File: config.mk
export PLATFORM = sky130hd
export DESIGN_NAME = audio_i2s_tx
export DESIGN_NICKNAME = d
export VERILOG_FILES = /design/src/rtl/audio_pkg.sv /design/src/rtl/audio_bclk_gen.sv /design/src/rtl/audio_i2s_tx.sv
export SDC_FILE = /design/constraint.sdc
export NUM_CORES = 1
export LEC_CHECK = 0
export CORE_ASPECT_RATIO = 1.2
export CORE_UTILIZATION = 50
export DETAILED_ROUTE_END_ITERATION = 7
export HOLD_SLACK_MARGIN = 0.08
export PLACE_DENSITY_LB_ADDON = 0.05
export SLEW_MARGIN = 25
export SYNTH_ARGS = -nofsm -noshare
export SYNTH_HDL_FRONTEND = slang
export SYNTH_SLANG_ARGS = --single-unit
File: constraint.sdc
create_clock -name clk -period 3.3 [get_ports clk]
set_clock_uncertainty 0.2 [all_clocks]
set_input_delay 0.66 -clock clk [delete_from_list [all_inputs] [get_ports clk]]
set_output_delay 0.66 -clock clk [all_outputs]
set_load 0.005 [all_outputs]
File: src/rtl/audio_pkg.sv
// Shared audio definitions for the player / I2S transmitter pair.
package audio_pkg;

    // Default PCM sample width used across the audio path
    localparam int unsigned DataWidthDefault = 16;

    // I2S word-select encoding
    localparam logic LEFT  = 1'b0;
    localparam logic RIGHT = 1'b1;

    typedef enum logic {
        IDLE,
        RUN
    } state_e;

endpackage

File: src/rtl/audio_bclk_gen.sv
// I2S bit-clock generator: divides clk down to BCLK and flags each 1->0 toggle
// one cycle ahead so the transmitter can update data on the same edge.
module audio_bclk_gen #(
    parameter int unsigned BclkHalf = 16
) (
    input  logic clk,
    input  logic reset_n,
    input  logic halt,
    output logic aud_bclk,
    output logic fall
);

    localparam int unsigned DivW = (BclkHalf > 1) ? $clog2(BclkHalf) : 1;
    localparam logic [DivW-1:0] DivMax = DivW'(BclkHalf - 1);

    logic [DivW-1:0] div_q;
    logic            bclk_q;
    logic            wrap;

    assign wrap     = !halt && (div_q == DivMax);
    // Asserted in the cycle whose closing edge takes BCLK from 1 to 0
    assign fall     = wrap && bclk_q;
    assign aud_bclk = bclk_q;

    // Half-period divider; halt parks the divider and BCLK low
    always_ff @(posedge clk or negedge reset_n) begin
        if (!reset_n) begin
            div_q  <= '0;
            bclk_q <= 1'b0;
        end else if (halt) begin
            div_q  <= '0;
            bclk_q <= 1'b0;
        end else if (wrap) begin
            div_q  <= '0;
            bclk_q <= !bclk_q;
        end else begin
            div_q  <= div_q + 1'b1;
        end
    end

endmodule

File: src/rtl/audio_i2s_tx.sv
// Mono I2S transmitter: one-entry sample buffer, frame shifter and run/idle FSM.
// Each accepted sample is sent MSB-first in both the left and right slot.
module audio_i2s_tx #(
    parameter int unsigned DataWidth = audio_pkg::DataWidthDefault,
    parameter int unsigned SlotWidth = 16,
    parameter int unsigned BclkHalf  = 16
) (
    input  logic                 clk,
    input  logic                 reset_n,
    input  logic                 enable,
    input  logic [DataWidth-1:0] sample_in,
    input  logic                 sample_valid,
    output logic                 sample_ready,
    output logic                 aud_bclk,
    output logic                 aud_daclrck,
    output logic                 aud_dacdat,
    output logic                 frame_start,
    output logic                 underrun
);

    import audio_pkg::*;

    localparam int unsigned FrameBits = 2 * SlotWidth;
    localparam int unsigned CntW      = $clog2(FrameBits);
    localparam int unsigned PosW      = (SlotWidth > 1) ? $clog2(SlotWidth) : 1;
    localparam int unsigned Pad       = SlotWidth - DataWidth;
    localparam logic [CntW-1:0] LastBit = CntW'(FrameBits - 1);
    localparam logic [CntW-1:0] SlotW   = CntW'(SlotWidth);

    state_e               state_q;
    logic [CntW-1:0]      bit_cnt_q;
    logic                 buf_full_q;
    logic [DataWidth-1:0] buf_q;
    logic [DataWidth-1:0] last_q;
    logic [DataWidth-1:0] word_q;
    logic                 ready_q;
    logic                 lrck_q;
    logic                 dat_q;
    logic                 fs_q;
    logic                 ur_q;

    logic                 halt;
    logic                 fall;
    logic                 load;
    logic                 accept;
    logic                 buf_full_d;
    logic [CntW-1:0]      bit_next;
    logic [CntW-1:0]      lrck_idx;
    logic [CntW-1:0]      slot_pos;
    logic [PosW-1:0]      bit_idx;
    logic [DataWidth-1:0] word_now;
    logic [SlotWidth-1:0] slot_word;
    logic                 dat_bit;
    logic                 lrck_next;

    assign halt = (state_q == IDLE);

    audio_bclk_gen #(
        .BclkHalf (BclkHalf)
    ) u_bclk_gen (
        .clk      (clk),
        .reset_n  (reset_n),
        .halt     (halt),
        .aud_bclk (aud_bclk),
        .fall     (fall)
    );

    // Bit position, slot word and serial bit for the upcoming fall event
    always_comb begin
        bit_next   = (bit_cnt_q == LastBit) ? '0 : bit_cnt_q + 1'b1;
        lrck_idx   = (bit_next == LastBit) ? '0 : bit_next + 1'b1;
        lrck_next  = (lrck_idx >= SlotW) ? RIGHT : LEFT;
        slot_pos   = (bit_next >= SlotW) ? bit_next - SlotW : bit_next;
        bit_idx    = PosW'(SlotWidth - 1) - PosW'(slot_pos);
        load       = fall && (bit_next == '0);
        accept     = sample_valid && !buf_full_q;
        // On a load the new word is visible on the same edge
        word_now   = load ? (buf_full_q ? buf_q : last_q) : word_q;
        slot_word  = SlotWidth'(word_now) << Pad;
        dat_bit    = slot_word[bit_idx];
        buf_full_d = accept ? 1'b1 : ((load && buf_full_q) ? 1'b0 : buf_full_q);
    end

    // Buffer, shifter and run/idle FSM with registered I2S outputs
    always_ff @(posedge clk or negedge reset_n) begin
        if (!reset_n) begin
            state_q    <= IDLE;
            bit_cnt_q  <= LastBit;
            buf_full_q <= 1'b0;
            buf_q      <= '0;
            last_q     <= '0;
            word_q     <= '0;
            ready_q    <= 1'b1;
            lrck_q     <= LEFT;
            dat_q      <= 1'b0;
            fs_q       <= 1'b0;
            ur_q       <= 1'b0;
        end else begin
            fs_q       <= 1'b0;
            ur_q       <= 1'b0;
            buf_full_q <= buf_full_d;
            ready_q    <= !buf_full_d;
            if (accept) begin
                buf_q <= sample_in;
            end
            unique case (state_q)
                IDLE: begin
                    lrck_q <= LEFT;
                    dat_q  <= 1'b0;
                    if (enable) begin
                        state_q <= RUN;
                    end
                end
                RUN: begin
                    if (fall) begin
                        bit_cnt_q <= bit_next;
                        lrck_q    <= lrck_next;
                        dat_q     <= dat_bit;
                        if (load) begin
                            fs_q   <= 1'b1;
                            word_q <= word_now;
                            if (buf_full_q) begin
                                last_q <= buf_q;
                            end else begin
                                ur_q <= 1'b1;
                            end
                        end
                        // Leave only after the last right-slot bit so frames stay whole
                        if ((bit_next == LastBit) && !enable) begin
                            state_q <= IDLE;
                        end
                    end
                end
            endcase
        end
    end

    assign sample_ready = ready_q;
    assign aud_daclrck  = lrck_q;
    assign aud_dacdat   = dat_q;
    assign frame_start  = fs_q;
    assign underrun     = ur_q;

endmodule

Word-level counts from Yosys, hierarchy flattened:

Cells that the tools add are included.
Widths: inputs -> output; s select.

* bits in registers: 65
* bits of input ports: 20
* output and inout port bits: 6
* word-level logic and storage cells: 69

* reductions and logical operators: 13
* equal/unequal tests: 5
* bitwise operators: 1
* order comparisons: 3
* $add $sub $neg: 5
* mux-type cells: 29

Operator list (count)
* $mux 16: 2
* $mux 1: 18
* $mux 4: 3
* $add 5x1->5 const B: 2
* $eq 5x5->1 const B: 2
* $ge 5x5->1 const B: 2
* $mux 5: 2
* $logic_and 1x1->1: 6
* $pmux 1 s2: 3
* $logic_not 5->1: 1
* $lt 4x5->1 const B: 1
* $add 4x1->4 const B: 1
* $bmux 1 s4: 1
* $eq 4x4->1 const B: 1
* $logic_not 1->1: 4
* $ne 2x1->1 const B: 2
* $sub 4x1->4 const B: 1
* $sub 4x4->4 const A: 1
* $reduce_and 3->1: 1
* $reduce_and 2->1: 1
* $not 1->1: 1

Depth between registers and ports, before layout:

* depth after elaboration: 9
* depth in mapped cells: 11
* mapped depth without buffers: 9

Modules after synthesis:

From an unflattened synthesis, not the netlist that was laid out.

* cell total of the unflattened synthesis: 257
* area total of the unflattened synthesis: 2992.9 sq um

By module, submodules not included
* audio_i2s_tx: cells each 238, seq. area each 1508.9 sq um, area an instance 2768.9 sq um, instances 1
* audio_bclk_gen: cells each 19, seq. area each 125.1 sq um, area an instance 224.0 sq um, instances 1

Worst setup path after synthesis:

No wires, ideal clock.

* kind: register -> register
* start: register bit_cnt_q[0]
* end: register last_q[0]
* setup slack: 0.761 ns
* data required time: 2.975 ns
* clock period less this slack: 2.539 ns
* buffers on the path: 2
* data arrival time: 2.214 ns
* library setup time: 0.125 ns
* stages on the path, launching flop included: 12
* cell sequence: dfstp_2 > ha_1 > and3_1 > ha_1 > buf_2 > nor2b_1 > mux2i_4 > nand3_4 > inv_2 > nand2_4 > buf_6 > mux2_4

* longest elaborated chain between the ends: 5
* elaborated cells on any way between the ends: 6
* those cells by class: add/sub: 1; eq/ne: 1; mux: 1; reduce/logical: 3

RTL lines
* from (decl): line audio_i2s_tx.sv:31 `logic [CntW-1:0] bit_cnt_q;`
* from (signal assigned): line audio_i2s_tx.sv:88 `bit_cnt_q <= LastBit;`
* from (signal assigned): line audio_i2s_tx.sv:116 `bit_cnt_q <= bit_next;`
* $add 5x1->5 or $eq 5x5->1 (tied branches): line audio_i2s_tx.sv:70 `bit_next = (bit_cnt_q == LastBit) ? '0 : bit_cnt_q + 1'b1;`
* $mux 5 (*): line audio_i2s_tx.sv:70
* $logic_not 5->1 (*): line audio_i2s_tx.sv:75 `load = fall && (bit_next == '0);`
* $logic_and 1x1->1 (*): line audio_i2s_tx.sv:75
* $reduce_and 3->1 (no source line) (*)
* to (signal assigned): line audio_i2s_tx.sv:123 `last_q <= buf_q;`
* to (decl): line audio_i2s_tx.sv:34 `logic [DataWidth-1:0] last_q;`

Mark *: on every way between the ends. The rest lies on a longest branch, timed or not.
A chain may end at the register's enable or synchronous reset.

Worst setup path in the final report:

* start: register bit_cnt_q[1]
* end: register last_q[6]

The elaborated chain is that of the path after synthesis.

==> results.rst <==
.. list-table::
   :header-rows: 1

   * - Metric
     - Value
   * - DP Wirelength
     - 3780 µm
   * - Remaining design rule violation count
     - 0
   * - Leading area contributor after synthesis
     - sky130_fd_sc_hd__dfrtp_1
   * - Relative contribution of sequential cells to total power
     - 48.6%
   * - Worst min-delay path class
     - in -> async
   * - Required time of the critical path
     - 3310 ps
   * - Fillcell total
     - 502
   * - Arrival time worst endpoint
     - 2960 ps
   * - Cts repair resizes
     - 0
   * - Max_cap viols
     - 0
   * - Clk pwr share
     - about a quarter
   * - Fraction of final layout cells sized beyond drive strength 1
     - around a fifth
   * - Top post-synthesis cells by area
     - sky130_fd_sc_hd__dfrtp_1 47%, sky130_fd_sc_hd__mux2_1 6.9%, sky130_fd_sc_hd__dfstp_2 5.1%, sky130_fd_sc_hd__mux2_2 4.7%, sky130_fd_sc_hd__mux2i_1 4.5%
   * - Share of synthesized flip-flops with an asynchronous set or reset
     - 100%
   * - Number of buffers added by the clock tree synthesis step
     - 9
   * - Synth top cells by count
     - 59 x sky130_fd_sc_hd__dfrtp_1, 32 x sky130_fd_sc_hd__nand2_1, 19 x sky130_fd_sc_hd__mux2_1
   * - Routed Antenna Nets
     - 0
   * - Pin count of the biggest net entering global routing
     - 36
   * - Number of nets at the end of the flow
     - between 300 and 400
   * - Floorplan core area
     - 6010 µm²
   * - Maximum level of the CTS H-tree
     - 3
   * - Detailed Route WL
     - 5290 µm
   * - CTS tree
     - built
   * - Syn_area_per_cell
     - 12.1 µm²
   * - Wire length of the first global-routing pass
     - 9080 µm
   * - Endpoints failing setup
     - 0
   * - Register-to-Register Setup Slack
     - between 300 and 400 ps
   * - Highest fanout seen on the critical path
     - 35
   * - Top-count cell post-synth
     - sky130_fd_sc_hd__dfrtp_1
   * - Clock sink count
     - 65
   * - WL per Instance
     - around 14 µm
   * - Width of the chip
     - about 74 µm
   * - Switching power
     - 0.000702 W
   * - Origin of the worst setup path
     - bit_cnt_q[1]
   * - Element type at the critical path start
     - flop
   * - Switching part of the total power
     - 30.5%
   * - Worst setup path end
     - last_q[6]
   * - # port buffers
     - 25
   * - Cell count after synthesis
     - 257
   * - Max-slew violations
     - 0
   * - Worst slew margin
     - 62.9%
   * - Number of distinct library cells after synthesis
     - between 40 and 50
   * - Area of the die
     - about 6600 µm²
   * - Reg2reg end
     - last_q[6]
   * - Total of warnings raised by yosys
     - 0
   * - Hold-fix buffers, CTS
     - 0
   * - Vias in the first global route
     - 1936
   * - Pre-antenna DRT Iters
     - 4
   * - Average via count per standard cell
     - 5.31
   * - Area added between synthesis and finish
     - 15.1%
   * - Cell area after synthesis
     - just over 3000 µm²
   * - Clock latency on the worst-skew pair
     - 330 ps
   * - Internal portion of total power
     - 0.00160 W
   * - Kind of capture point of the worst setup path
     - flop
   * - Vias post-DR
     - 1982
   * - Proportion of power drawn by combinational gates
     - a little over a quarter
   * - Post-synthesis register bit count
     - 65
   * - EDFF count, synth
     - 0
   * - Setup_tns
     - 0 ps
   * - Number of buffers between clock root and the deepest sink
     - 2
   * - Flip-flop cell with the highest count after synthesis
     - sky130_fd_sc_hd__dfrtp_1
   * - Total gr overflow
     - 0
   * - Starting utilization of the core area
     - 51.9%
   * - Seq/Total Area, Yosys
     - 52.4%
   * - First DRT Iteration DRCs
     - 64
   * - Routability Congestion
     - 0.874
   * - Maximum vdd ir drop
     - 0.346 mV
   * - Die Y-Extent
     - 88.5 µm
   * - LEAKAGE
     - about 1.7 nW
   * - Highest achievable clock rate
     - around 340 MHz
   * - RSZ-0062 raised after global routing
     - no
   * - Category of the most critical setup path
     - reg -> reg
   * - Ratio of final minimum period to clock period
     - 89.3%
   * - Power Total
     - approximately 0.0023 W
   * - Net count after synthesis
     - 281
   * - Buffers inserted during post-CTS setup optimization
     - 0
   * - CTS clk-pin slew, worst paths
     - 70 ps
   * - Endpoints failing hold
     - 0
   * - Slew of the pin with the lowest slew margin
     - 557 ps
   * - Clock root buffer
     - sky130_fd_sc_hd__clkbuf_8
   * - Top-Level Pins
     - 26
   * - Antenna violations before repair
     - 0
   * - R2r startpoint
     - bit_cnt_q[1]
   * - Power per unit of standard cell area
     - 641 nW/µm²
   * - Tot GR Track Use
     - a little under a fifth
   * - Number of rows created at floorplan
     - 31
   * - Result of the run
     - completed
   * - Min Clock Period, post-route
     - 2950 ps
   * - Depth of the worst register-to-register path
     - 9
   * - Fraction of post-synthesis cell area in the top cell type by area
     - 47.4%
   * - Number of antenna repair diodes
     - 0
worst min-delay path by stage:
stage                   end  slack, ps
3_5_place_dp   bit_cnt_q[1]        270
4_1_cts           buf_q[15]        120
5_1_grt           buf_q[15]        170
6_report          buf_q[15]        110
3_3_place_gp   bit_cnt_q[4]        250
2_1_floorplan    aud_dacdat        160
placed cells by master (no fill, tap or decap), drive strengths merged, types with 2 or more instances in the layout:
| cell | count |
|---|---|
| dfrtp | 59 |
| mux2 | 40 |
| nand2 | 33 |
| clkdlybuf4s50 | 24 |
| o21ai | 23 |
| mux2i | 15 |
| clkbuf | 12 |
| buf | 7 |
| nor2 | 6 |
| dfstp | 6 |
| and2 | 6 |
| inv | 6 |
| nor2b | 5 |
| and3 | 5 |
| ha | 4 |
| nand3 | 4 |
| a21o | 3 |
| a31oi | 3 |
| clkinv | 3 |
| a21oi | 3 |
| xnor2 | 2 |
| nand2b | 2 |
| o221ai | 2 |
| o22ai | 2 |
| nor4 | 2 |
| mux4 | 2 |
worst max-delay path, stage by stage (launching register included):
cell and delay [ps]:
sky130_fd_sc_hd__dfstp_2 550, sky130_fd_sc_hd__ha_1 180, sky130_fd_sc_hd__and3_1 160, sky130_fd_sc_hd__ha_1 260, sky130_fd_sc_hd__nor2b_1 120, sky130_fd_sc_hd__mux2i_4 230, sky130_fd_sc_hd__nand3_4 340, sky130_fd_sc_hd__inv_2 190
sky130_fd_sc_hd__nand2_4 200, sky130_fd_sc_hd__mux2_1 370
logic make-up (layout without fill, tap and decap cells):
logic type	after synthesis	after routing	synth area share (%)
flip-flops	65	65	52.4
XOR/XNOR	3	3	0.843
adder cells (fa/ha/maj)	4	4	1.61
multiplexers	57	57	22.2
AO/OA/AOI/OAI	43	43	8.87
buffers and inverters	19	53	3.29
AND/OR/NAND/NOR	66	66	10.8
metal layers:
layer | GRT usage [%] | wire, µm | vias up
met5 | 0 | 0 | -
met1 | 24.5 | 2490 | 974
met3 | 3.42 | 149 | 7
met4 | 10.3 | 88 | 0
li1 | - | - | 968
met2 | 29.6 | 2560 | 33
state kept, by name, summed over array words and instances, names as in the netlist:
signal and count:
underrun 1, aud_daclrck 1, buf_full_q 1, sample_ready 1, frame_start 1, word_q 16
state_q 1, bit_cnt_q 5, aud_dacdat 1, u_bclk_gen.div_q 4, u_bclk_gen.aud_bclk 1, buf_q 16
last_q 16
metrics by stage:
stage	setup slack [ps]	cells	utilization [%]	cell area, µm²	hold WS, ps
finish	352	373	59.7	3590	111
detailed placement	340	357	57.1	3430	268
CTS	332	373	59.7	3590	120
floorplan	761	257	-	3120	164
global route	116	373	59.7	3590	165
global placement	439	357	57.1	3430	251
power groups by stage:
stage / Sequential (W) / Combinational (W) / Clock [W]
floorplan: 0.00110 / 0.000470 / 0
global placement: 0.00113 / 0.000621 / 0
detailed placement: 0.00113 / 0.000633 / 0
CTS: 0.00112 / 0.000636 / 0.000576
global route: 0.00114 / 0.000695 / 0.000605
finish: 0.00112 / 0.000626 / 0.000556
layout make-up:
cell class,instances,area (µm²),share of cell area [%]
Multi-Input combinational cell,173,1380,38.5
Inverter,6,22.5,0.628
Timing Repair Buffer,31,290,8.09
Clock buffer,12,135,3.77
Clock inverter,4,22.5,0.628
Tap cell,82,103,2.86
Sequential cell,65,1630,45.5
No activity file was read; power rests on OpenSTA's default activity.
